`config.mk`:
```
export PLATFORM = sky130hd
export DESIGN_NAME = arbitro_somador
export DESIGN_NICKNAME = d
export VERILOG_FILES = /design/src/rtl/arbitro_somador.sv
export SDC_FILE = /design/constraint.sdc
export NUM_CORES = 1
export LEC_CHECK = 0
export ABC_AREA = 1
export BUFFER_PORTS_ARGS = -buffer_cell sky130_fd_sc_hd__buf_2
export CORE_MARGIN = 2
export CORE_UTILIZATION = 54
export DETAILED_ROUTE_END_ITERATION = 7
export GPL_TIMING_DRIVEN = 0
export PLACE_DENSITY = 0.82
export RECOVER_POWER = 25
export SLEW_MARGIN = 20
export SYNTH_ARGS = -nofsm -noshare
export SYNTH_HDL_FRONTEND = slang
export SYNTH_SLANG_ARGS = --single-unit
```
`constraint.sdc`:
```
create_clock -name clk -period 3.1 [get_ports clk]
set_input_delay 0.31 -clock clk [delete_from_list [all_inputs] [get_ports clk]]
set_output_delay 0.31 -clock clk [all_outputs]
set_load 0.01 [all_outputs]
```
`src/rtl/arbitro_somador.sv`:
```
// arbitro_somador: two requesters share one registered W-bit adder.
// A round-robin arbiter grants one request at a time. Each transaction
// passes through IDLE (grant) -> CALC (add) -> RESP (one-cycle ack) and
// then returns to IDLE.
module arbitro_somador #(
  parameter int W = 4
) (
  input  logic         clk,
  input  logic         rst,
  input  logic         req0,
  input  logic [W-1:0] a0,
  input  logic [W-1:0] b0,
  input  logic         req1,
  input  logic [W-1:0] a1,
  input  logic [W-1:0] b1,
  output logic         ack0,
  output logic         ack1,
  output logic [W-1:0] res,
  output logic         cout,
  output logic         busy
);

  typedef enum logic [1:0] {
    IDLE = 2'd0,
    CALC = 2'd1,
    RESP = 2'd2
  } state_t;

  state_t       state;
  state_t       state_nx;

  // Round-robin pointer: names the requester that wins a tie.
  logic         ptr;
  // ID of the requester whose operation is in flight.
  logic         gnt_id;
  logic [W-1:0] op_a;
  logic [W-1:0] op_b;

  // Decoded controls, produced by the next-state logic.
  logic         grant_sel;
  logic         load_ops;
  logic         load_res;
  logic [W:0]   sum;

  // Widen both operands by one bit so the carry lands in the MSB.
  assign sum = {1'b0, op_a} + {1'b0, op_b};

  // State register. It is cleared at once when rst rises, so an
  // operation that was in flight is dropped and never acknowledged.
  always_ff @(posedge clk or posedge rst) begin
    if (rst) begin
      state <= IDLE;
    end else begin
      // NOTE: sequential state uses <= so that every flop samples its
      // pre-edge value, regardless of block or statement order.
      state <= state_nx;
    end
  end

  // Next-state logic, arbitration decision and datapath controls.
  always_comb begin
    // NOTE: every output gets a default first. A path that leaves a
    // signal unassigned would infer a latch.
    state_nx  = state;
    grant_sel = 1'b0;
    load_ops  = 1'b0;
    load_res  = 1'b0;
    unique case (state)
      IDLE: begin
        if (req0 || req1) begin
          // On a tie the pointer decides; a lone requester wins
          // outright whatever the pointer says.
          if (req0 && req1) grant_sel = ptr;
          else              grant_sel = req1;
          load_ops = 1'b1;
          state_nx = CALC;
        end
      end
      CALC: begin
        load_res = 1'b1;
        state_nx = RESP;
      end
      RESP: begin
        state_nx = IDLE;
      end
      default: begin
        state_nx = IDLE;
      end
    endcase
  end

  // Capture the grant: the winner's ID and operands, and pass
  // priority to the requester that lost.
  always_ff @(posedge clk or posedge rst) begin
    if (rst) begin
      ptr    <= 1'b0;
      gnt_id <= 1'b0;
      op_a   <= '0;
      op_b   <= '0;
    end else if (load_ops) begin
      ptr    <= ~grant_sel;
      gnt_id <= grant_sel;
      op_a   <= grant_sel ? a1 : a0;
      op_b   <= grant_sel ? b1 : b0;
    end
  end

  // Result register. It keeps its value until the next CALC->RESP edge.
  always_ff @(posedge clk or posedge rst) begin
    if (rst) begin
      res  <= '0;
      cout <= 1'b0;
    end else if (load_res) begin
      {cout, res} <= sum;
    end
  end

  // Ack is decoded from RESP, so at most one ack is high at a time and
  // it lasts exactly one cycle.
  assign ack0 = (state == RESP) && (gnt_id == 1'b0);
  assign ack1 = (state == RESP) && (gnt_id == 1'b1);
  assign busy = (state != IDLE);

endmodule

```
==> impl_metrics.env, run 1 <==
export IMPL_status="completed"
export IMPL_clock_latency_ps=300
export IMPL_placed_cell_area_um2=1150
export IMPL_powerDensity_nw_per_um2=1010
export IMPL_path_class="reg -> out"
export IMPL_antenna_found_initial=0
export IMPL_cts_sinks=17
export IMPL_syn_area_per_cell_um2=8.63
export IMPL_seq_area_frac_synth_pct=43.3
export IMPL_grt_use_met3_pct=2.35
export IMPL_core_area_um2=1730
export IMPL_r2r_start="op_a[0]"
export IMPL_maxSlewHeadroom_pct=58.1
export IMPL_num_vias=838
export IMPL_h_tree_depth=1
export IMPL_finalWirelength_um=1790
export IMPL_critical_path_max_fanout=3
export IMPL_grt_busiest_layer="met2"
export IMPL_firstDrtPassIters=4
export IMPL_power_mw=1.19
export IMPL_netlist_area_um2=983
export IMPL_stdcell_count=170
export IMPL_finalSetupTns_ps=0
export IMPL_setup_viol=0
export IMPL_ios=28
export IMPL_cts_tree="done"
export IMPL_use_met1_pct=22.4
export IMPL_crit_path_end_kind="output pin"
export IMPL_layout_drive_gt1_share_pct=33.1
export IMPL_cp_start_kind="register"
export IMPL_viasPerCell=4.93
export IMPL_nNetsFinal=171
export IMPL_postCtsHoldBufs=0
export IMPL_crit_path_start="state[1]"
export IMPL_final_area_um2=1180
export IMPL_hold_class="in -> async"
export IMPL_cts_buffers=3
export IMPL_vdd_drop_max_mv=0.533
export IMPL_cts_resized=0
export IMPL_grt_overflow_total=0
export IMPL_gp_congestion=0.787
export IMPL_cts_buffer_depth=2
export IMPL_worstPathArrival_ps=1140
export IMPL_yosysWarnings=0
export IMPL_n_antenna_cell=0
export IMPL_row_count=15
export IMPL_syn_num_nets=139
export IMPL_grt_pass1_vias=722
export IMPL_finalCriticalPeriod_ps=1450
export IMPL_hold_viol_final=0
export IMPL_grt_max_degree=18
export IMPL_worst_slew_pin_slew_ps=628
export IMPL_slew_violations=0
export IMPL_die_h_um=46.7
export IMPL_dp_final_hpwl_um=1380
export IMPL_clockRootBuffer="clkbuf_4"
export IMPL_fin_skew_ps=8.63
export IMPL_drc_errors=0
export IMPL_drt_iter0_drc=7
export IMPL_wl_per_cell_um=10.5
export IMPL_start_util_pct=57.0
export IMPL_required_ps=2790
export IMPL_nFillCells=153
export IMPL_fmax_mhz=687
export IMPL_met2_usage_pct=32.2
export IMPL_dpl_cell_count=166
export IMPL_ys_types=18
export IMPL_dieArea_um2=2180
export IMPL_synth_seq_cells=17
export IMPL_p_leak_nw=0.660
export IMPL_postSynthCellCount=114
export IMPL_rsz0062_at_grt="no"
export IMPL_die_width_um=46.7
export IMPL_drv_cap=0
export IMPL_clk_pin_slew_ps=110
export IMPL_finalCritPeriodShare_pct=46.9
export IMPL_postCtsSetupBuffers=0
export IMPL_numPortBuffers=27
export IMPL_area_growth_pct=19.7
export IMPL_ant_nets=0
export IMPL_grt_total_usage_pct=18.7
export IMPL_grt_pass1_wl_um=2840
cells by family (layout without fill, tap and decap cells):
logic type                 Yosys count  in the layout  share of synthesized area [%]
AOI/OAI and AO/OA                    7              7                           5.47
adders and majority gates            5              5                           7.12
buffers and inverters               22             53                           10.7
DFF                                 17             17                           43.3
and+or+nand+nor                     63             63                           33.5
cell type report:
| type | count | area [µm²] | area share (%) |
|---|---|---|---|
| Buffer | 2 | 27.5 | 2.34 |
| Tap cell | 25 | 31.3 | 2.66 |
| Clock buffer | 3 | 22.5 | 1.91 |
| Multi-Input combinational cell | 75 | 453 | 38.5 |
| Inverter | 20 | 77.6 | 6.59 |
| Clock inverter | 1 | 5.00 | 0.425 |
| Sequential cell | 17 | 425 | 36.1 |
| Timing Repair Buffer | 27 | 135 | 11.5 |
stage by stage:
stage,setup WS [ps],util (%),hold slack (ps)
2_1_floorplan,1820,-,236
3_3_place_gp,1750,66.6,419
3_5_place_dp,1710,66.6,418
4_1_cts,1630,68.2,79.3
5_1_grt,1550,68.2,114
6_report,1650,68.2,70.6
where the power goes:
part / internal (mW) / switching, mW
Sequential: 0.337 / 0.0759
Combinational: 0.270 / 0.387
Clock: 0.0481 / 0.0741
Total: 0.655 / 0.537
cell usage after synthesis, drive strengths merged:
library cell	n	share of area, %
ha	4	5.1
nor2	5	3.4
nand3	18	14
o21ai	5	4.5
a21oi	2	1.0
nand2	35	13
inv	20	7.9
nor3	2	1.0
buf	2	2.8
fa	1	2.0
dfrtp	17	43
nand4	3	1.9
state kept, by name, indices dropped and copies added (netlist names):
signal,flops
gnt_id,1
op_a,4
res,4
op_b,4
state,2
ptr,1
cout,1
path summary, 6_finish.rpt:
kind | depth (start not counted) | endpoint | slack, ps
min in group clk | 3 | op_a[3] | 230
setup reg to reg | 8 | cout | 1710
setup / recovery | 3 | ack0 | 1650
max in group asynchronous | 2 | gnt_id | 2620
hold reg to reg | 2 | res[0] | 480
hold / removal | 2 | res[1] | 70
cells in the final DEF, fill, tap and decap left out, drive strengths merged:
| master | count |
|---|---|
| a21oi | 2 |
| buf | 29 |
| clkbuf | 3 |
| clkinv | 1 |
| dfrtp | 17 |
| fa | 1 |
| ha | 4 |
| inv | 20 |
| nand2 | 35 |
| nand3 | 18 |
| nand4 | 3 |
| nor2 | 5 |
| nor3 | 2 |
| o21ai | 5 |
per-layer routing:
| layer | share of wire (%) | vias to the layer above | wire [µm] |
|---|---|---|---|
| li1 | - | 423 | - |
| met1 | 44 | 385 | 787 |
| met2 | 51 | 28 | 904 |
| met3 | 4.4 | 2 | 79 |
| met4 | 1.0 | 0 | 18 |
| met5 | 0 | - | 0 |
worst max-delay path: stages, from the launching register on:
cell	delay [ps]
dfrtp_1	470
inv_1	100
nor3_1	120
buf_2	150
Power figures use the tool's default switching activity.
==> run 2: changes to the inputs <==
--- a/config.mk
+++ b/config.mk
@@ -8,10 +8,10 @@
 export ABC_AREA = 1
 export BUFFER_PORTS_ARGS = -buffer_cell sky130_fd_sc_hd__buf_2
 export CORE_MARGIN = 2
-export CORE_UTILIZATION = 54
+export CORE_UTILIZATION = 45
 export DETAILED_ROUTE_END_ITERATION = 7
 export GPL_TIMING_DRIVEN = 0
-export PLACE_DENSITY = 0.82
+export PLACE_DENSITY = 0.73
 export RECOVER_POWER = 25
 export SLEW_MARGIN = 20
 export SYNTH_ARGS = -nofsm -noshare
==> constraint.sdc (replaced) <==
create_clock -name clk -period 1.2 [get_ports clk]
set_input_delay 0.12 -clock clk [delete_from_list [all_inputs] [get_ports clk]]
set_output_delay 0.12 -clock clk [all_outputs]
set_load 0.01 [all_outputs]
==> impl_metrics.env, run 2 (same netlist as run 1, synthesis figures left out) <==
export IMPL_crit_chain="ha_2, inv_2, fa_2, inv_2, nand2_2, nand2_1, nand2_1, a21oi_1"
export IMPL_p_seq_share_pct=29.1
export IMPL_gp_congestion=0.781
export IMPL_drv_cap=0
export IMPL_crit_path_end_kind="register"
export IMPL_required_ps=1430
export IMPL_r2r_slack_ps=-180
export IMPL_cpMaxStageDelayCell="dfrtp_1"
export IMPL_multi_input_area_um2=539
export IMPL_largestRegisters="op_a x4, op_b x4, res x4"
export IMPL_dr_wl_met3_um=124
export IMPL_drt_iter0_drc=7
export IMPL_dpl_cell_count=168
export IMPL_area_growth_pct=42.7
export IMPL_dp_final_hpwl_um=1460
export IMPL_place_ws_ps=-128
export IMPL_finalSetupTns_ps=-554
export IMPL_antenna_found_initial=0
export IMPL_numPortBuffers=27
export IMPL_layout_commonest_cell="nand2_1"
export IMPL_p_leak_nw=0.751
export IMPL_clockRootBuffer="clkbuf_4"
export IMPL_cp_top_family="adder cells"
export IMPL_nNetsFinal=183
export IMPL_cts_buffers=3
export IMPL_min_from="b1[1]"
export IMPL_finalWirelength_um=2440
export IMPL_dieArea_um2=2580
export IMPL_ios=28
export IMPL_wl_per_cell_um=13.3
export IMPL_fmax_mhz=724
export IMPL_n_antenna_cell=0
export IMPL_path_buf_inv=2
export IMPL_viasPerCell=4.98
export IMPL_die_h_um=50.8
export IMPL_firstDrtPassIters=4
export IMPL_row_count=16
export IMPL_finalCritPeriodShare_pct=115
export IMPL_regArea_um2=428
export IMPL_r2r_end="cout"
export IMPL_die_width_um=50.8
export IMPL_rsz0062_at_grt="yes"
export IMPL_status="finished, violations left"
export IMPL_clock_latency_ps=300
export IMPL_intPower_mw=2.18
export IMPL_cts_tree="done"
export IMPL_start_util_pct=49.1
export IMPL_setup_viol=8
export IMPL_clk_pin_slew_ps=100
export IMPL_power_switching_mw=1.72
export IMPL_highest_layer="met4"
export IMPL_grt_overflow_total=0
export IMPL_layout_setup_ws_ps=-182
export IMPL_core_area_um2=2000
export IMPL_hold_viol_final=0
export IMPL_layout_drive_gt1_share_pct=51.0
export IMPL_ant_nets=0
export IMPL_clockPowerShare_pct=8.1
export IMPL_grt_pass1_vias=794
export IMPL_grt_total_usage_pct=18.0
export IMPL_slew_violations=0
export IMPL_num_vias=917
export IMPL_worst_slew_pin_slew_ps=642
export IMPL_hold_depth=3
export IMPL_whs_ps=27.0
export IMPL_fin_skew_ps=6.41
export IMPL_p_sw_share_pct=44.1
export IMPL_routed_wl_met2_um=1330
export IMPL_finalCriticalPeriod_ps=1380
export IMPL_final_cell_mix="32 x nand2_1, 27 x buf_2, 15 x dfrtp_1"
export IMPL_cp_start_kind="register"
export IMPL_vdd_drop_max_mv=1.65
export IMPL_reg2reg_depth=8
export IMPL_drc_errors=0
export IMPL_worstHoldEndpoint="op_b[1]"
export IMPL_nFillCells=168
export IMPL_critical_path_max_stage_delay_ps=390
export IMPL_combinationalPowerShare_pct=62.8
export IMPL_cts_sinks=17
export IMPL_r2r_start="op_b[0]"
export IMPL_grt_pass1_wl_um=3310
export IMPL_maxSlewHeadroom_pct=57.2
export IMPL_drt_met1_wl_um=914
export IMPL_path_class="reg -> reg"
export IMPL_violations="negative setup slack"
export IMPL_grt_max_degree=18
export IMPL_stdcell_count=184
export IMPL_power_mw=3.90
export IMPL_cts_buffer_depth=2
export IMPL_placed_cell_area_um2=1160
export IMPL_h_tree_depth=1
export IMPL_final_area_um2=1400
export IMPL_critical_path_max_fanout=2
export IMPL_final_util_pct=70.1
export IMPL_powerDensity_nw_per_um2=2780
export IMPL_hold_class="in -> reg"
export IMPL_worstPathArrival_ps=1610
-- run 2: changes by cell type in the layout (fill, tap and decap cells not counted), sizes merged --
cell         delta
buf             +9
clkbuf          +2
dlygate4sd3     +1
-- run 2: worst reg2reg max path: stages (launching register included) --
cell and delay, ps:
dfrtp_1 390, ha_2 210, inv_2 40, fa_2 350, inv_2 80, nand2_2 50, nand2_1 50, nand2_1 40
a21oi_1 110
-- run 2: worst max path at each step --
stage / startpoint / end / depth (start not counted) / slack [ps]
after global routing: op_a[0] / cout / 8 / -270
after CTS: op_a[0] / cout / 8 / -140
final: op_b[0] / cout / 8 / -180
after global placement: op_b[0] / cout / 8 / -80
after floorplan: op_b[0] / res[1] / 4 / -30
after detailed placement: op_b[0] / res[1] / 4 / -130
-- run 2: layout make-up --
type,instances,area share (%)
multi-input cells,75,38.4
flip-flops and latches,17,30.5
repair buffers,39,18.7
inverters,20,5.53
plain buffers,2,2.50
well taps,27,2.41
clock buffers,3,1.60
clock inverters,1,0.357
-- run 2: timing repair --
action                                  CTS  global route
hold buffers                              1             0
pin swaps                                 3             7
gates resized for setup                   4            19
gates cloned                              0             2
endpoints found under the setup margin   16            17
hold endpoints to repair                 17             0
setup buffers                             1             8
-- run 2: metal layers --
metal | global-route usage (%) | up-vias
met4 | 7.21 | 0
met3 | 6.55 | 9
met5 | 0 | -
met1 | 19.4 | 436
li1 | - | 447
met2 | 31.6 | 25
-- run 2: power by group through the flow --
stage | clock network (mW) | logic (mW) | registers (mW)
finish | 0.317 | 2.45 | 1.13
global route | 0.362 | 2.69 | 1.16
CTS | 0.314 | 1.89 | 1.09
detailed placement | 0 | 1.75 | 1.08
global placement | 0 | 1.69 | 1.07
floorplan | 0 | 1.31 | 1.09
